**src/rtl/down_counter_timer_pkg.sv**
```systemverilog
// Shared definitions for the down counter / countdown timer.
package timer_pkg;

    localparam int DEFAULT_WIDTH = 4;

    typedef enum logic {
        ST_IDLE = 1'b0,
        ST_RUN  = 1'b1
    } state_e;

endpackage

```
**src/rtl/down_counter_timer_if.sv**
```systemverilog
// Control and status bundle of the down counter timer.
import timer_pkg::*;

interface down_counter_timer_if #(
    parameter int WIDTH = DEFAULT_WIDTH
);
    logic             load;
    logic [WIDTH-1:0] loadVal;
    logic             en;
    logic             autoReload;
    logic [WIDTH-1:0] q;
    logic             running;
    logic             done;
    logic             borrowOut;

    modport master (
        output load, loadVal, en, autoReload,
        input  q, running, done, borrowOut
    );

    modport slave (
        input  load, loadVal, en, autoReload,
        output q, running, done, borrowOut
    );
endinterface

```
**src/rtl/down_counter_timer.sv**
```systemverilog
// Loadable down counter with terminal-count done pulse and optional auto-reload.
//
//   state   | meaning
//   --------+---------------------------------------------------------
//   ST_IDLE | stopped; q holds (0 after reset/expiry), en ignored
//   ST_RUN  | counting down on enabled cycles toward terminal count 1
import timer_pkg::*;

module down_counter_timer #(
    parameter int WIDTH = DEFAULT_WIDTH
) (
    input  logic                  clk,
    input  logic                  reset,
    down_counter_timer_if.slave   bus
);

    state_e           state_q, state_n;
    logic [WIDTH-1:0] q_q, q_n;
    logic [WIDTH-1:0] reload_q, reload_n;
    logic             done_q, done_n;
    logic             terminal;

    assign terminal = (q_q == WIDTH'(1));

    // State, count, reload value and done pulse registers.
    always_ff @(posedge clk) begin
        if (reset) begin
            state_q  <= ST_IDLE;
            q_q      <= '0;
            reload_q <= '0;
            done_q   <= 1'b0;
        end else begin
            state_q  <= state_n;
            q_q      <= q_n;
            reload_q <= reload_n;
            done_q   <= done_n;
        end
    end

    // Next state: load beats counting; terminal count raises done for one cycle.
    always_comb begin
        state_n  = state_q;
        q_n      = q_q;
        reload_n = reload_q;
        done_n   = 1'b0;
        if (bus.load) begin
            q_n      = bus.loadVal;
            reload_n = bus.loadVal;
            state_n  = (bus.loadVal != '0) ? ST_RUN : ST_IDLE;
        end else if (state_q == ST_RUN && bus.en) begin
            if (terminal) begin
                done_n = 1'b1;
                if (bus.autoReload) begin
                    q_n = reload_q;
                end else begin
                    q_n     = '0;
                    state_n = ST_IDLE;
                end
            end else if (q_q != '0) begin
                // q==0 cannot occur in RUN; the guard keeps q from wrapping.
                q_n = q_q - WIDTH'(1);
            end
        end
    end

    // Status outputs; borrowOut strobes the next stage of a cascade.
    assign bus.q         = q_q;
    assign bus.done      = done_q;
    assign bus.running   = (state_q == ST_RUN);
    assign bus.borrowOut = (state_q == ST_RUN) && bus.en && terminal;

endmodule

```
**src/flat_wrapper.sv**
```systemverilog
// flat-port wrapper written by rule: the top's interface ports become plain ports
module down_counter_timer_flat 
#(
    parameter int WIDTH = DEFAULT_WIDTH
)
  (clk, reset, bus_load, bus_loadVal, bus_en, bus_autoReload, bus_q, bus_running, bus_done, bus_borrowOut);
  down_counter_timer_if #(.WIDTH(WIDTH)) bus_i ();
  input  logic clk;
  input  logic reset;
  input wire logic [$bits(bus_i.load)-1:0] bus_load;
  input wire logic [$bits(bus_i.loadVal)-1:0] bus_loadVal;
  input wire logic [$bits(bus_i.en)-1:0] bus_en;
  input wire logic [$bits(bus_i.autoReload)-1:0] bus_autoReload;
  output wire logic [$bits(bus_i.q)-1:0] bus_q;
  output wire logic [$bits(bus_i.running)-1:0] bus_running;
  output wire logic [$bits(bus_i.done)-1:0] bus_done;
  output wire logic [$bits(bus_i.borrowOut)-1:0] bus_borrowOut;
  assign bus_i.load = bus_load;
  assign bus_i.loadVal = bus_loadVal;
  assign bus_i.en = bus_en;
  assign bus_i.autoReload = bus_autoReload;
  assign bus_q = bus_i.q;
  assign bus_running = bus_i.running;
  assign bus_done = bus_i.done;
  assign bus_borrowOut = bus_i.borrowOut;
  down_counter_timer #(.WIDTH(WIDTH)) u_core (.clk(clk), .reset(reset), .bus(bus_i));
endmodule
```
**config.mk**
```make
export PLATFORM = sky130hd
export DESIGN_NAME = down_counter_timer_flat
export DESIGN_NICKNAME = d
export VERILOG_FILES = /design/src/rtl/down_counter_timer_pkg.sv /design/src/rtl/down_counter_timer_if.sv /design/src/rtl/down_counter_timer.sv /design/src/flat_wrapper.sv
export SDC_FILE = /design/constraint.sdc
export NUM_CORES = 1
export LEC_CHECK = 0
export BUFFER_PORTS_ARGS = -buffer_cell sky130_fd_sc_hd__buf_2
export CORE_AREA = 4 4 41 43
export DETAILED_ROUTE_END_ITERATION = 6
export DIE_AREA = 0 0 45 47
export PLACE_DENSITY = 0.67
export SETUP_SLACK_MARGIN = 0.3
export SLEW_MARGIN = 25
export SYNTH_ARGS = -nofsm -noshare
export SYNTH_HDL_FRONTEND = slang
export SYNTH_SLANG_ARGS = --single-unit
```
**constraint.sdc**
```tcl
create_clock -name clk -period 1.71 [get_ports clk]
set_input_delay 0.2565 -clock clk [delete_from_list [all_inputs] [get_ports clk]]
set_output_delay 0.2565 -clock clk [all_outputs]
set_load 0.005 [all_outputs]
```
# Word-level counts from Yosys, hierarchy flattened
# Index checks and enable logic that the tools add are counted.
[classes]
n_addsub = 1
n_eq_ne = 2
n_mux = 11
n_bitwise = 1
reduce_logical = 10
[ops]
columns = ["cell", "count"]
rows = [
  ["4-bit 2-to-1 mux", 5],
  ["4-bit nonzero test", 2],
  ["1-bit 2-to-1 mux", 6],
  ["4-bit by 1-bit == test with 1-bit output (second input constant)", 1],
  ["2-bit nonzero test", 2],
  ["4-bit by 1-bit subtractor with 4-bit output (second input constant)", 1],
  ["3-bit AND reduction", 1],
  ["3-bit nonzero test", 1],
  ["3-bit OR reduction", 1],
  ["1-bit logical AND", 2],
  ["2-bit inequality test (second input constant)", 1],
  ["2-bit AND reduction", 1],
  ["1-bit NOT", 1],
]
[totals]
regBits = 10
input_bits = 9
output_inout_bits = 7
elab_cells = 29

# Depth between registers and ports, before layout
# Gate-level depths: netlist of run 1.
[depth]
depth_word = 5
depth_mapped = 6
ltp_nobuf = 6

# Worst setup path before layout of run 1
# OpenSTA, ideal clock, no wires.
[synth_timing]
path_kind = "register -> register"
from = "register u_core.q_q[1], in the netlist u_core.bus.q[1]"
to = "register u_core.q_q[3], in the netlist u_core.bus.q[3]"
setup_ps = 95
arrival_time_ps = 1417
t_required_ps = 1615
setup_slack_ps = 197
path_stages_with_launch = 7
path_buffers = 0
period_less_slack_ps = 1513
cell_sequence = "dfxtp_1 > inv_1 > ha_1 > or3_1 > a21oi_1 > o211ai_1 > a221oi_1"
[synth_via]
elab_chain_len = 5
word_cells_on_any_way = 9
classes_between = "1 x add/sub; 1 x eq/ne; 4 x mux; 3 x reduce/logical"
[synth_lines]
columns = ["element", "line", "source"]
rows = [
  ["start, declared", "down_counter_timer.sv:18", "logic [WIDTH-1:0] q_q, q_n;"],
  ["start signal, assigned", "down_counter_timer.sv:34", "q_q <= q_n;"],
  ["4-bit by 1-bit subtractor with 4-bit output", "down_counter_timer.sv:61", "q_n = q_q - WIDTH'(1);"],
  ["4-bit 2-to-1 mux", "down_counter_timer.sv:59", "end else if (q_q != '0) begin"],
  ["4-bit 2-to-1 mux", "down_counter_timer.sv:51", "if (terminal) begin"],
  ["4-bit 2-to-1 mux", "down_counter_timer.sv:50", "end else if (state_q == ST_RUN && bus.en) begin"],
  ["4-bit 2-to-1 mux", "down_counter_timer.sv:46", "if (bus.load) begin"],
]
# Several ways; a longest one is shown, not always the timed one. The select of a mux whose other input is x is not followed.
# A chain may end at the register's enable or synchronous reset.

# Worst setup path in the final report of run 1
[layout_timing]
from = "register u_core.q_q[1], in the netlist u_core.bus.q[1]"
to = "register u_core.q_q[0], in the netlist u_core.bus.q[0]"
[layout_via]
elab_chain_len = 4
word_cells_on_any_way = 7
classes_between = "1 x eq/ne; 3 x mux; 3 x reduce/logical"
[layout_lines]
columns = ["element", "line", "source"]
rows = [
  ["4-bit by 1-bit == test with 1-bit output", "down_counter_timer.sv:23", "assign terminal = (q_q == WIDTH'(1));"],
  ["4-bit 2-to-1 mux", "down_counter_timer.sv:51", ""],
  ["4-bit 2-to-1 mux", "down_counter_timer.sv:50", ""],
  ["4-bit 2-to-1 mux", "down_counter_timer.sv:46", ""],
]
# Several ways; a longest one is shown, not always the timed one. The select of a mux whose other input is x is not followed.

==> results summary, run 1 <==
The tree is rooted in a sky130_fd_sc_hd__clkbuf_4. The part of the Yosys area used for sequential elements is 36.1%. The number of DRC violations after detailed-routing iteration 0 came out at 8. The cell area that synthesis handed to floorplanning was 554 sq um. The peak supply drop is 0.000451 V. At the later pin of the worst-skew pair, clock insertion delay measures 270 ps.

By area the synthesized netlist is led by sky130_fd_sc_hd__dfxtp_1 (36%), sky130_fd_sc_hd__ha_1 (6.8%), sky130_fd_sc_hd__a21oi_1 (6.3%), sky130_fd_sc_hd__nand2b_1 (5.6%), sky130_fd_sc_hd__nand2_1 (4.1%). The area of all sequential standard cells came out at 205 sq um. The sum of negative setup slack is 0 ps. The number of vias in the routed layout came out at 569. The first detailed-routing pass took 2 iterations. The switching fraction of total power is 29.6%. The setup path with the least slack is of type flop to flop.

The share of power burned in registers came out at 45.8%. The path class of the tightest hold or removal check is input port to flop. The internal portion of the total power is 410 uW. The number of routed nets with antenna violations is 0.

The run finished with clean final reports. After detailed routing, the number of vias per cell comes to 5.47. A synthesized cell averages 8.40 sq um. The HPWL reported at the end of detailed placement is 993 um. The clock network power share came out at 27.8%.

The final number of hold-violating endpoints was 0. The delay contributed by the slowest stage of the critical path came out at 430 ps. For the final database, setup skew stands at 0.898 ps. The ratio of final minimum period to clock period came out at 86.1%. The via count of the first global-routing pass came out at 493. Walking the worst path, the cells encountered are inv_4, ha_4, nor4b_4, nor2_2, or4_1, o221ai_2. Entering global routing, the biggest net connects 15 pins. The antenna diode count is 0. In the final layout, the multi-input gates occupy 395 sq um. For this run, the number of Yosys warnings is 0.

The count of buffers added on input and output ports is 15. Synthesis produced 66 cells. The worst setup slack before clock tree synthesis came out at 150 ps. The clock passes through at most 2 buffers.

The final-stage net count came out at 103. The number of max-cap violations came out at 0. The count of different cell masters after synthesis came out at 26. The layout filler cell count is 129. Measured along the y axis, the die boundary spans 47 um. The leftover overflow at the end of global routing is 0. The top cell type's share of synthesized area is 36.1%. The post-synth net total came out at 78. In the layout the commonest cells are sky130_fd_sc_hd__buf_2 (15), sky130_fd_sc_hd__dfxtp_1 (8), sky130_fd_sc_hd__buf_4 (7), sky130_fd_sc_hd__nand2_1 (6). The number of buffers created by CTS is 3. The final weighted congestion in routability-driven placement came out at 0.840.

Dividing total power by cell area gives a power density of 733 nW/um^2. The core region is 1300 sq um. The clock tree from TritonCTS is built. The floorplan has 13 rows. Compared with the post-synthesis result, the final layout area differs by 43.3%. The sort of element at the end of the critical path is a flop. Setup repair after global routing could not meet its margin everywhere. The transition time at the pin with the least slew margin is 368 ps. The number of H-tree levels came out at 1. The initial antenna violation count is 0.

Cells fill 61.1% of the core in the end. For this run, design rule violations remaining after detail routing come to 0. The die covers 2120 sq um. The clock transition at the registers of the reported paths came out at 60 ps.

The share of final-layout standard cells stronger than drive strength 1 is 46.1%. The leakage component of the power came out at 0.000341 uW. The global routing usage summed across all routing layers came out at 16.3%. The worst setup path is launched from a flop. The worst hold slack is 237 ps.

In this run, synthesis produced a sequential element count of 10. The maximum clock frequency is 679 MHz. Combinational logic burns 26.4% of the power. The slowest stage of the critical path is the sky130_fd_sc_hd__or4_1 cell. The highest fanout seen on the critical path is 5. Setup violations remaining at the end of the flow were counted as 0. The floorplan die width is 45 um. The total wire length is 1.46 mm. The arrival time of the worst setup path came out at 1660 ps. The initial core utilization is 42.6%. The number of placed I/O pins came out at 16. The most frequent standard cell in the layout excluding fill and tap cells is sky130_fd_sc_hd__buf_2. The setup slack after layout came out at 238 ps. The final-report max-slew violation count came to 0. The sink count of the clock tree is 10. The switching power is 172 uW. The average wire length per cell after detail routing is 14.0 um. For the worst setup path, the data required time is 1900 ps.

The first global-routing pass estimated 2.41 mm of wire. The worst slew margin relative to its limit came out at 75.4%. The largest total area in the synthesized netlist belongs to sky130_fd_sc_hd__dfxtp_1.

The shortest clock period the worst path allows after layout came out at 1470 ps.
[Yosys cell counts]
| cell | count |
|---|---|
| sky130_fd_sc_hd__nor4_1 | 1 |
| sky130_fd_sc_hd__a31oi_1 | 2 |
| sky130_fd_sc_hd__and4b_1 | 1 |
| sky130_fd_sc_hd__nor4b_2 | 1 |
| sky130_fd_sc_hd__buf_6 | 1 |
| sky130_fd_sc_hd__or3_1 | 1 |
| sky130_fd_sc_hd__o221ai_1 | 2 |
| sky130_fd_sc_hd__clkbuf_1 | 1 |
| sky130_fd_sc_hd__a211o_2 | 1 |
| sky130_fd_sc_hd__nand2b_1 | 5 |
| sky130_fd_sc_hd__or4_1 | 2 |
| sky130_fd_sc_hd__nand3b_1 | 1 |
| sky130_fd_sc_hd__nor2_1 | 6 |
| sky130_fd_sc_hd__mux2i_1 | 2 |
| sky130_fd_sc_hd__nor3b_1 | 1 |
| sky130_fd_sc_hd__dfxtp_1 | 10 |
| sky130_fd_sc_hd__a21oi_1 | 7 |
| sky130_fd_sc_hd__nor3_1 | 3 |
| sky130_fd_sc_hd__a221oi_1 | 1 |
| sky130_fd_sc_hd__nand2_1 | 6 |
| sky130_fd_sc_hd__nand3_1 | 2 |
| sky130_fd_sc_hd__and2_1 | 1 |
| sky130_fd_sc_hd__o211ai_1 | 1 |
| sky130_fd_sc_hd__buf_1 | 1 |
| sky130_fd_sc_hd__ha_1 | 3 |
| sky130_fd_sc_hd__inv_1 | 3 |
[stage by stage]
step | cells | power (uW) | area, sq um
2_1_floorplan | 66 | 344 | 574
3_3_place_gp | 94 | 381 | 657
4_1_cts | 103 | 567 | 748
6_report | 104 | 582 | 795
5_1_grt | 104 | 616 | 795
3_5_place_dp | 94 | 383 | 657
[routing by layer]
metal	GRT usage [%]	part of all wire (%)	vias up
met5	0	0	-
met4	10.5	2.3	0
met3	4.21	5.3	5
met2	26.8	46	13
met1	18.6	47	263
li1	-	-	288
[cell type report]
class,instances,area share [%]
inverters,3,1.73
clock buffers,3,2.83
flip-flops and latches,10,25.8
repair buffers,23,17.5
multi-input cells,50,49.8
well taps,15,2.36
[what timing repair did]
item | CTS | global route
pin swaps | 4 | 5
hold buffers | 0 | 0
resized for setup | 6 | 8
endpoints found under the setup margin | 5 | 6
cloned | 0 | 0
buffers inserted | 6 | 1
[logic make-up (layout without fill, tap and decap cells)]
family | Yosys count | after routing | synth area share, %
AOI/OAI and AO/OA | 14 | 14 | 16.5
DFF | 10 | 10 | 36.1
and+or+nand+nor | 31 | 31 | 31.6
buffers and inverters | 6 | 29 | 5.42
adders and majority gates | 3 | 3 | 6.77
muxes | 2 | 2 | 3.61
[flip-flops by register name (all words and copies together) (netlist names)]
name                count
u_core.reload_q         4
u_core.bus.done         1
u_core.bus.q            4
u_core.bus.running      1
[worst max-delay path, delay by kind of cell (launching register included)]
kind                       cells  cell delay, ps
DFF                            1             360
adders and majority gates      1             170
buffers and inverters          1              50
and+or+nand+nor                3             740
AOI/OAI and AO/OA              1              70
[power by group through the flow]
stage | clock (uW) | combinational, uW | sequential [uW]
3_3_place_gp | 0 | 111 | 270
3_5_place_dp | 0 | 112 | 270
6_report | 162 | 153 | 267
2_1_floorplan | 0 | 77.1 | 267
4_1_cts | 165 | 137 | 264
5_1_grt | 177 | 170 | 269
[path summary, 6_finish.rpt]
check,from,to,slack (ps),cells after the start
max reg2reg,u_core.bus.q[1],u_core.bus.q[0],240,6
min,bus_loadVal[2],u_core.reload_q[2],240,3
max,u_core.bus.q[1],u_core.bus.q[0],240,6
min reg2reg,u_core.reload_q[0],u_core.reload_q[0],480,2
Note: power is estimated with default switching activity, not from simulation.
==> inputs of run 2 (changes only) <==
PLACE_DENSITY = 0.66   (was 0.67)
==> results summary, run 2 (synthesis gave the netlist of run 1 again) <==
The DRC violation count after routing is 0 (unchanged). The overall die area is 2120 sq um (unchanged). The area growth from synthesis to layout came out at 40.9%. The largest net degree at the start of global routing came to 15 (unchanged). The floorplan die width is 45 um (unchanged). The delay contributed by the slowest stage of the critical path came to 340 ps (-90 ps).

The leftover overflow at the end of global routing is 0 (unchanged). The run finished with clean final reports. The worst setup slack before clock tree synthesis came out at 156 ps (+5.98 ps). The beginning of the worst hold path is bus_loadVal[2].

CTS placed an instance of sky130_fd_sc_hd__clkbuf_4 at the clock tree root. The proportion of power drawn by combinational gates came out at 22.9% (-3.5 points). STA classifies the critical path endpoint as a flop. The antenna diode count came to 0 (unchanged).

The shortest clock period the worst path allows after layout came out at 1460 ps (-9.29 ps). The slowest stage of the critical path belongs to the cell sky130_fd_sc_hd__dfxtp_2. The element type at the critical path start is a flop.

The total core area came to 1300 sq um (unchanged). The maximum clock frequency came out at 683 MHz (+0.63%). The maximum clock insertion buffer count came to 2 (unchanged). The initial antenna violation count came out at 0 (unchanged). The number of H-tree levels is 1 (unchanged). The number of DRC violations after detailed-routing iteration 0 came out at 18 (+10).

Walking the worst path, the cells encountered are inv_2, ha_4, or3_1, a21oi_2, o211ai_1, a221oi_1. The initial core utilization is 42.6% (unchanged). The library cells used most frequently in the layout, excluding fill and tap cells, are sky130_fd_sc_hd__buf_2 (15), sky130_fd_sc_hd__dfxtp_1 (7), sky130_fd_sc_hd__nand2_1 (6). The wire length of the first global-routing pass is 2.43 mm (+0.83%).

The insertion delay to the later sink of the worst-skew pair came out at 270 ps (about the same). The sink count of the clock tree is 10 (unchanged). The clock transition at the registers of the reported paths came to 70 ps (about the same). Leaving out fill and tap cells, the most frequent cell in the layout is sky130_fd_sc_hd__buf_2. The leakage component of the power came to 0.000340 uW (-0.37%). The total wire length is 1.46 mm (+0.21%). The via count of the first global-routing pass is 553 (+12%). The required time reported for the critical path endpoint came out at 1890 ps (about the same). The final-stage net count is 101 (-1.9%). The average wire length per cell after detail routing is 14.2 um (+1.2%). The number of buffers created by CTS is 3 (unchanged). The final weighted congestion in routability-driven placement came out at 0.801 (-4.7%). The placement-stage cell area came out at 657 sq um (unchanged).

The highest fanout seen on the critical path came out at 4 (-1). The clock tree skew after final layout is 2.24 ps (+1.34 ps). The via density per instance is 5.72 (+4.5%).

The number of rows in the core area came out at 13 (unchanged). The number of max-cap violations came out at 0 (unchanged). The final number of hold-violating endpoints is 0 (unchanged). The share of power burned in registers came out at 42.2% (-3.6 points). The startpoint identified for the worst register-to-register timing path is u_core.bus.q[1]. The critical path is of the flop to flop type. The power per cell area came to 812 nW/um^2 (+11%). The ratio of final minimum period to clock period is 85.6% (-0.54 points). The critical path starts at u_core.bus.q[1]. The number of buffer and inverter stages on the critical path came to 1 (unchanged).

The cell class contributing the biggest share of worst-path delay is compound AO/OA/AOI/OAI gates. The internal power consumption was 454 uW (+11%). The final-report max-slew violation count came out at 0 (unchanged).

TritonCTS built the clock tree. The number of vias in the routed layout came out at 589 (+3.5%). The number of hold-repair buffers added at the cts stage is 0 (unchanged).

The vertical die dimension came out at 47 um (unchanged). The count of buffers inserted at the top-level ports came out at 15 (unchanged). The share of final-layout standard cells stronger than drive strength 1 came out at 45.5% (-0.61 points). The switching fraction of total power is 28.4% (-1.2 points). The number of placed I/O pins is 16 (unchanged). The global routing usage summed across all routing layers is 16.2% (-0.079 points). The min-delay analysis places its worst path in the category input port to flop. The peak supply drop came out at 0.000436 V (-3.3%).

The total iterations of the first detailed-routing run came out at 4 (+2). The worst slew margin relative to its limit is 81.1% (+5.6 points). The final design area excluding fillers is 781 sq um (-1.7%).

The setup slack after layout was 247 ps (+9.29 ps). The minimum setup slack among reg-to-reg paths came out at 250 ps (about the same). The HPWL reported at the end of detailed placement is 1.01 mm (+2.0%). The sum of negative setup slack came to 0 ps (unchanged).

The arrival time of the worst setup path came out at 1640 ps (-20 ps). The switching power is 180 uW (+4.4%). The clock network power share came to 34.9% (+7.1 points).

The transition time at the pin with the least slew margin came to 284 ps (-84.0 ps). Setup repair after global routing could not meet its margin everywhere. The final number of setup-violating endpoints is 0 (unchanged).

The number of routed nets with antenna violations is 0 (unchanged).
[run 2: path summary, 6_finish.rpt]
check / end / cells past startpoint
worst max-delay path: u_core.bus.q[3] / 6
worst min-delay path: u_core.reload_q[2] / 3
worst min register to register: u_core.reload_q[0] / 2
worst max register to register: u_core.bus.q[3] / 6
[run 2: worst reg2reg max path: cells and delay by family, from the launching register on]
family / cells / cell delay, ps
fa+ha+maj: 1 / 180
compound gates: 3 / 460
simple gates: 1 / 340
buf+inv: 1 / 60
flops: 1 / 340
[run 2: metrics by stage]
stage | hold slack (ps) | util (%) | power, uW | instances
final | 228 | 60.0 | 634 | 103
after global routing | 261 | 60.0 | 667 | 103
after CTS | 224 | 59.1 | 637 | 103
after detailed placement | 461 | 50.5 | 383 | 94
after global placement | 462 | 50.5 | 381 | 94
after floorplan | 403 | - | 344 | 66
[run 2: power by group through the flow]
stage / clock network [uW] / logic (uW) / registers (uW)
after CTS: 231 / 140 / 266
after global routing: 236 / 162 / 269
after floorplan: 0 / 77.1 / 267
after detailed placement: 0 / 112 / 271
after global placement: 0 / 111 / 270
final: 221 / 145 / 267
[run 2: cell type report]
class                           instances  area [sq um]
Fill cell                             127           520
Tap cell                               15          18.8
Clock buffer                            4          36.3
Inverter                                3          11.3
Timing Repair Buffer                   21           124
Multi-Input combinational cell         50           384
Sequential cell                        10           206
[run 2: routing by layer]
layer  GRT usage (%)  vias to the layer above  share of wire (%)
met3            2.68                        5                6.4
met5               0                        -                  0
met2            26.3                       23                 48
met1            19.8                      278                 43
li1                -                      283                  -
met4            10.5                        0                2.8
[run 2: what timing repair did]
action,CTS,global route
gates resized for setup,9,3
pin swaps,6,1
buffers inserted,5,0
endpoints found under the setup margin,5,6
